### config.mk
export PLATFORM = sky130hd
export DESIGN_NAME = clock_set_controller
export DESIGN_NICKNAME = d
export VERILOG_FILES = /design/src/rtl/clock_set_controller.sv
export SDC_FILE = /design/constraint.sdc
export NUM_CORES = 1
export LEC_CHECK = 0
export ABC_AREA = 1
export CAP_MARGIN = 40
export CORE_ASPECT_RATIO = 0.8
export CORE_MARGIN = 1
export CORE_UTILIZATION = 54
export DETAILED_ROUTE_END_ITERATION = 12
export PLACE_DENSITY_LB_ADDON = 0.12
export SLEW_MARGIN = 20
export SYNTH_ARGS = -nofsm -noshare
export SYNTH_HDL_FRONTEND = slang
export SYNTH_SLANG_ARGS = --single-unit
### constraint.sdc
create_clock -name clk -period 1.4 [get_ports clk]
set_input_delay 0.42 -clock clk [delete_from_list [all_inputs] [get_ports clk]]
set_output_delay 0.42 -clock clk [all_outputs]
set_load 0.005 [all_outputs]
### src/rtl/clock_set_controller.sv
// clock_set_controller: turns four debounced buttons into the set-mode control
// set for the display controller, plus inc/dec requests and a run-enable for
// the timekeeping counters.
// Optional feature macro: HOLD_REPEAT_EN (auto-repeat while up/down is held).
module clock_set_controller #(
  parameter int unsigned CLK_HZ    = 50_000_000,
  parameter int unsigned TIMEOUT_S = 10
) (
  input  logic       clk,
  input  logic       rst,
  input  logic       btn_set,
  input  logic       btn_up,
  input  logic       btn_down,
  input  logic       btn_view,
  output logic       set_mode,
  output logic [1:0] field_sel,
  output logic       display_sel,
  output logic       mode,
  output logic       blink2Hz,
  output logic       inc_pulse,
  output logic       dec_pulse,
  output logic       run_en
);

  localparam int unsigned TO_CYCLES = CLK_HZ * TIMEOUT_S;
  localparam int unsigned TO_W      = $clog2(TO_CYCLES);
  localparam int unsigned BL_CYC    = CLK_HZ / 4;
  localparam int unsigned BL_W      = $clog2(BL_CYC);

  // State encoding doubles as the field_sel code for each state.
  typedef enum logic [1:0] {
    ST_IDLE    = 2'b00,
    ST_SET_HI  = 2'b11,
    ST_SET_MID = 2'b10,
    ST_SET_LO  = 2'b01
  } state_t;

  state_t            r_state;
  state_t            w_state_nxt;
  logic [3:0]        r_btn_prev;
  logic [TO_W-1:0]   r_to_cnt;
  logic [BL_W-1:0]   r_bl_cnt;
  logic              r_set_mode;
  logic [1:0]        r_field_sel;
  logic              r_display_sel;
  logic              r_mode;
  logic              r_blink;
  logic              r_inc;
  logic              r_dec;
  logic              r_run_en;

  logic              w_set_edge;
  logic              w_up_edge;
  logic              w_down_edge;
  logic              w_view_edge;
  logic              w_any_edge;
  logic              w_in_set;
  logic              w_to_hit;
  logic              w_rep_inc;
  logic              w_rep_dec;
  logic              w_rep_any;
  logic              w_mode_nxt;
  logic              w_disp_nxt;
  logic              w_inc_nxt;
  logic              w_dec_nxt;
  logic              w_enter_set;
  logic              w_set_mode_nxt;
  logic              w_run_nxt;

  assign w_set_edge  = btn_set  & ~r_btn_prev[3];
  assign w_up_edge   = btn_up   & ~r_btn_prev[2];
  assign w_down_edge = btn_down & ~r_btn_prev[1];
  assign w_view_edge = btn_view & ~r_btn_prev[0];
  assign w_any_edge  = w_set_edge | w_up_edge | w_down_edge | w_view_edge;
  assign w_in_set    = (r_state != ST_IDLE);
  assign w_rep_any   = w_rep_inc | w_rep_dec;
  // Timeout only fires on a cycle with no button activity.
  assign w_to_hit    = w_in_set && (r_to_cnt == TO_W'(TO_CYCLES - 1)) &&
                       !w_any_edge && !w_rep_any;

`ifdef HOLD_REPEAT_EN
  localparam int unsigned REP_FIRST = CLK_HZ / 2;
  localparam int unsigned REP_NEXT  = CLK_HZ / 8;
  localparam int unsigned REP_W     = $clog2(REP_FIRST);

  logic [REP_W-1:0] r_rep_cnt;
  logic             r_rep_fast;
  logic             w_rep_hold;
  logic             w_rep_fire;

  // Exactly one of up/down held, with no new edge this cycle.
  assign w_rep_hold = w_in_set && (btn_up ^ btn_down) && !w_up_edge &&
                      !w_down_edge && !w_set_edge;
  assign w_rep_fire = w_rep_hold &&
                      (r_rep_fast ? (r_rep_cnt == REP_W'(REP_NEXT - 1))
                                  : (r_rep_cnt == REP_W'(REP_FIRST - 1)));
  assign w_rep_inc  = w_rep_fire & btn_up;
  assign w_rep_dec  = w_rep_fire & btn_down;

  // Hold-repeat timer: long first delay, then short repeat period.
  always_ff @(posedge clk) begin
    if (rst || !w_rep_hold) begin
      r_rep_cnt  <= '0;
      r_rep_fast <= 1'b0;
    end else if (w_rep_fire) begin
      r_rep_cnt  <= '0;
      r_rep_fast <= 1'b1;
    end else begin
      r_rep_cnt  <= r_rep_cnt + REP_W'(1);
    end
  end
`else
  assign w_rep_inc = 1'b0;
  assign w_rep_dec = 1'b0;
`endif

  // Next-state and next-output decode.
  always_comb begin
    w_state_nxt = r_state;
    w_mode_nxt  = r_mode;
    w_disp_nxt  = r_display_sel;
    w_inc_nxt   = 1'b0;
    w_dec_nxt   = 1'b0;
    w_enter_set = 1'b0;
    case (r_state)
      ST_IDLE: begin
        if (w_set_edge) begin
          w_state_nxt = ST_SET_HI;
          w_disp_nxt  = r_mode;
          w_enter_set = 1'b1;
        end else if (w_view_edge) begin
          w_mode_nxt  = ~r_mode;
        end
      end
      ST_SET_HI: begin
        if (w_set_edge) begin
          w_state_nxt = ST_SET_MID;
          w_enter_set = 1'b1;
        end else if (w_to_hit) begin
          w_state_nxt = ST_IDLE;
        end
      end
      ST_SET_MID: begin
        if (w_set_edge) begin
          w_state_nxt = ST_SET_LO;
          w_enter_set = 1'b1;
        end else if (w_to_hit) begin
          w_state_nxt = ST_IDLE;
        end
      end
      ST_SET_LO: begin
        if (w_set_edge || w_to_hit) begin
          w_state_nxt = ST_IDLE;
        end
      end
      default: w_state_nxt = ST_IDLE;
    endcase
    if (w_in_set && !w_set_edge) begin
      w_inc_nxt = (w_up_edge & ~w_down_edge) | w_rep_inc;
      w_dec_nxt = (w_down_edge & ~w_up_edge) | w_rep_dec;
    end
    w_set_mode_nxt = (w_state_nxt != ST_IDLE);
    w_run_nxt      = !(w_set_mode_nxt && !w_disp_nxt);
  end

  // State and registered control outputs.
  always_ff @(posedge clk) begin
    if (rst) begin
      r_state       <= ST_IDLE;
      r_btn_prev    <= '0;
      r_set_mode    <= 1'b0;
      r_field_sel   <= 2'b00;
      r_display_sel <= 1'b0;
      r_mode        <= 1'b0;
      r_inc         <= 1'b0;
      r_dec         <= 1'b0;
      r_run_en      <= 1'b1;
    end else begin
      r_state       <= w_state_nxt;
      r_btn_prev    <= {btn_set, btn_up, btn_down, btn_view};
      r_set_mode    <= w_set_mode_nxt;
      r_field_sel   <= w_state_nxt;
      r_display_sel <= w_disp_nxt;
      r_mode        <= w_mode_nxt;
      r_inc         <= w_inc_nxt;
      r_dec         <= w_dec_nxt;
      r_run_en      <= w_run_nxt;
    end
  end

  // Idle timeout counter: runs only while editing, cleared by any activity.
  always_ff @(posedge clk) begin
    if (rst || !w_in_set || w_any_edge || w_rep_any || w_to_hit) begin
      r_to_cnt <= '0;
    end else begin
      r_to_cnt <= r_to_cnt + TO_W'(1);
    end
  end

  // 2 Hz blink; phase restarts so a freshly edited value shows immediately.
  always_ff @(posedge clk) begin
    if (rst || w_enter_set || w_inc_nxt || w_dec_nxt) begin
      r_bl_cnt <= '0;
      r_blink  <= 1'b0;
    end else if (r_bl_cnt == BL_W'(BL_CYC - 1)) begin
      r_bl_cnt <= '0;
      r_blink  <= ~r_blink;
    end else begin
      r_bl_cnt <= r_bl_cnt + BL_W'(1);
    end
  end

  assign set_mode    = r_set_mode;
  assign field_sel   = r_field_sel;
  assign display_sel = r_display_sel;
  assign mode        = r_mode;
  assign blink2Hz    = r_blink;
  assign inc_pulse   = r_inc;
  assign dec_pulse   = r_dec;
  assign run_en      = r_run_en;

endmodule

[Yosys cells after proc, flatten, opt, wreduce, memory -nomap -nowiden]
Cells that the tools add are included.
Word-level totals
  bits in registers: 66
  input port bits: 6
  output and inout port bits: 9
Operators by class
  $add $sub $neg: 2
  equality and inequality tests: 5
  mux-type cells: 12
  bitwise gates (word level): 18
  reduce and logical (&&, ||, !) cells: 22
Operators with widths (number)
  $add 29x1->29 const B: 1
  $eq 29x29->1 const B: 1
  $add 24x1->24 const B: 1
  $eq 24x24->1 const B: 1
  $mux 2: 5
  $not 1->1: 9
  $pmux 2 s4: 1
  $logic_or 1x1->1: 7
  $and 1x1->1: 6
  $mux 1: 6
  $logic_not 1->1: 5
  $eq 2x2->1 const B: 2
  $logic_and 1x1->1: 4
  $reduce_bool 2->1: 2
  $or 1x1->1: 3
  $reduce_and 3->1: 1
  $reduce_or 3->1: 1
  $eq 2x1->1 const B: 1
  $logic_not 2->1: 1
  $reduce_or 2->1: 1

[Depth between registers and ports, before layout]
  depth in word-level cells: 13
  gate-level depth with buffers: 12
  depth with buffers taken out: 12

[Least setup slack after synthesis]
OpenSTA, ideal clock, no wires.
  path kind: reg-to-reg
  start: register r_bl_cnt[0]
  end: register r_bl_cnt[9]
  setup time: 0.122 ns
  arrival: 1.348 ns
  path slack: -0.070 ns
  stages on the path, launching flop included: 10
  buffers on the path: 1
  period minus slack after synthesis: 1.470 ns
  path through: dfxtp_1 > ha_1 > nand2_1 > inv_2 > nand2_1 > nor2_1 > nand4_1 > nand2_2 > buf_6 > a21oi_1
Between the ends
  word-level cells in the longest chain between the ends: 2
  elaborated cells between the ends (all ways): 3
  those cells by class: 1 x add/sub; 1 x eq/ne; 1 x reduce/logical
Ends and longest elaborated chain
  start, declared: RTL line 42  | logic [BL_W-1:0] r_bl_cnt;
  start signal, assigned: RTL line 209  | r_bl_cnt <= r_bl_cnt + BL_W'(1);
  parallel branches: the longest is 2 deep, another holds $add 24x1->24
Parallel ways; which one is timed is not known.
A chain may end at the register's enable or synchronous reset.

[Worst setup path in the final report]
  start: register r_to_cnt[14]
  end: register r_to_cnt[20]
Between the ends
  word-level cells in the longest chain between the ends: 4
  elaborated cells between the ends (all ways): 5
  those cells by class: 1 x add/sub; 1 x eq/ne; 3 x reduce/logical
Ends and longest elaborated chain
  start, declared: RTL line 41  | logic [TO_W-1:0] r_to_cnt;
  start signal, assigned: RTL line 196  | r_to_cnt <= r_to_cnt + TO_W'(1);
  parallel branches: the longest is 4 deep, another holds $add 29x1->29
Parallel ways; which one is timed is not known.

==> reports/qor.yml <==
cts_root_buffer: "clkbuf_8"
fp-row-count: 25
reg2reg_from: "r_to_cnt[14]"
synth_edf_count: 0
grt_overflow_total: 0
die_y_um: 73.50
portBuffers: 14
period_minus_slack_ns: 1.715
worst_slew_pin_slew_ns: 0.3165
ant_nets: 0
final.period_utilization: 1.225
total_power_mw: 3.871
clk_path_buf_depth: 2
hold_class: "in -> reg"
antenna_cells: 0
final_layout_size_suffix_gt1_frac: 0.4937
hold_viol: 0
synth_warnings: 0
drt_iter0_drc: 692
gp_congestion: 0.9519
insertion_delay_ns: 0.38
yosysSeqAreaShare: 0.3829
peakVddDrop_mv: 0.8366
fmax_ghz: 0.5832
cp.arrival_ns: 1.97
rrSetupSlack_ns: -0.31
cp_max_fo: 4
synth.net_count: 509
place_hpwl_um: 6862
tritoncts: "yes"
cp.required_ns: 1.65
synth_top_area_frac: 0.3829
cts_sinks: 66
cts_buffers: 9
cap_violations: 0
rr_worst_depth: 8
drv_slew: 0
viasPerCell: 6.429
relSlewSlack: 0.7873
fin_skew_ns: 0.01094
synthTopCellsByArea: "dfxtp_1 38%, nand2_1 13%, nor2_1 7.3%, inv_1 6.5%, a21oi_1 5.1%"
grt_max_degree: 12
start_util: 0.5716
htree_levels: 3
track_usage: 0.3308
setup_viol: 60
end_kind: "flop"
first_pass_iters: 12
via_count: 4597
syn-instance-count: 501
coreArea_sq_um: 6037
fin_nets: 637
ys_async_sr_fraction: 0
worstSetupPathType: "reg -> reg"
violations: "design-rule violations, negative setup slack"
netlist_area_sq_um: 3451
p_per_area_nw_per_um2: 716.1
status: "finished, violations left"
p_leak_nw: 2.151
hold_end: "r_btn_prev[3]"
clk_pin_slew_ns: 0.08
ioPinCount: 15
dieArea_sq_um: 6716
area_growth_pct: 56.64
grt_pass1_vias: 3717
grt_pass1_wl_um: 17040
wl_um: 15340
drc: 2
drt-wirelength-per-cell_um: 21.45
r2r_end: "r_to_cnt[20]"
avgSynthCellArea_sq_um: 6.888
holdPathStages: 3
worst_slack_ns: -0.3148
critPathLaunchType: "flop"
rsz0062_at_grt: "true"
ys_ff_latch: 66
die_x_um: 91.38
hold_path_startpoint: "btn_set"
ys_types: 35
synth_largest_area_cell: "dfxtp_1"
place_ws_ns: -0.5076
yosys_most_used_dff: "dfxtp_1"
antenna_found_initial: 0
kinds of logic after synthesis:
logic type | Yosys count | synth area share
fa+ha+maj | 2 | 0.007250
simple gates | 296 | 0.4152
xor+xnor | 11 | 0.02792
flops | 66 | 0.3829
compound gates | 45 | 0.06817
buf+inv | 80 | 0.09572
mux | 1 | 0.002901
metal layers:
metal	wire length (um)	part of all wire	global-route usage
met4	1152	0.075	0.1235
met3	1994	0.13	0.07867
met1	5367	0.35	0.4150
met5	0	0	0
met2	6824	0.44	0.5606
synth_stat cells, types with 3 or more instances:
library cell and n:
dfxtp_1 66, nand2_1 121, nand3b_1 5, buf_6 4, a21oi_1 35, nor2_1 67, nand4_1 25, nand3_1 24
inv_2 15, o21ai_0 5, xor2_1 11, or2_0 5, nor2_2 3, or2_2 3, nand2_2 3, inv_1 60
nor2_4 4, nor3b_1 4, nor3_1 16, nor3_2 8
cells in the final DEF, fill, tap and decap left out, drive strengths merged:
cell,instances
nand4,25
o21ai,6
o21a,1
nor2,74
clkdlybuf4s50,1
a21o,1
inv,75
dfxtp,66
nand2,125
a21oi,35
a21boi,1
ha,2
nand3,27
mux2i,1
clkinvlp,2
xor2,11
nor4,1
clkdlybuf4s15,1
nor3,25
buf,108
clkinv,3
clkbuf,13
dlygate4sd2,10
o211ai,1
nor3b,5
or2,9
nand3b,5
stage by stage:
step | instance area [sq um] | instances | hold WS [ns] | TNS [ns] | util
after floorplan | 3465 | 501 | 0.4182 | 0 | -
after global placement | 4250 | 665 | 0.4388 | -24.26 | 0.7040
after detailed placement | 4250 | 665 | 0.4470 | -27.21 | 0.7040
after CTS | 4898 | 704 | 0.4268 | -5.165 | 0.8114
after global routing | 5405 | 715 | 0.4649 | -12.77 | 0.8953
final | 5405 | 715 | 0.4409 | -11.06 | 0.8953
cell type report:
class,instances,area (sq um)
clock inverters,5,30.03
multi-input cells,355,2397
clock buffers,11,141.4
well taps,81,101.3
fillers,229,631.9
inverters,75,289.0
repair buffers,122,1079
flip-flops and latches,66,1368
state kept, by name, indices dropped and copies added, names as in the netlist:
name and count:
blink2Hz 1, field_sel 2, display_sel 1, r_to_cnt 29, inc_pulse 1, set_mode 1, r_bl_cnt 24, mode 1
dec_pulse 1, r_btn_prev 4, run_en 1
report_power, final:
part           internal, mW  switching (mW)
sequential             1.91          0.0252
clock                 0.682           0.849
combinational         0.190           0.219
worst max path at each step:
stage	startpoint	to	cells past startpoint
2_1_floorplan	r_bl_cnt[0]	r_bl_cnt[9]	9
3_3_place_gp	btn_set	r_bl_cnt[2]	10
3_5_place_dp	btn_up	r_to_cnt[17]	9
4_1_cts	field_sel[1]	r_bl_cnt[13]	10
5_1_grt	r_to_cnt[14]	r_to_cnt[28]	7
6_report	r_to_cnt[14]	r_to_cnt[20]	8
worst max-delay path, cell delays in order (launching register included):
cell and delay, ns:
dfxtp_2 0.36, buf_4 0.14, nand2_2 0.09, nor3_4 0.30, inv_1 0.13, nor2_2 0.15, nand2_1 0.09, xor2_1 0.24
nor2_2 0.08
timing repair:
action	in CTS	in global routing
gates cloned	5	0
pin swaps	12	52
endpoints found under the setup margin	67	62
hold buffers	0	0
setup buffers	19	17
gates resized for setup	80	149
(Power assumes the default switching activity.)
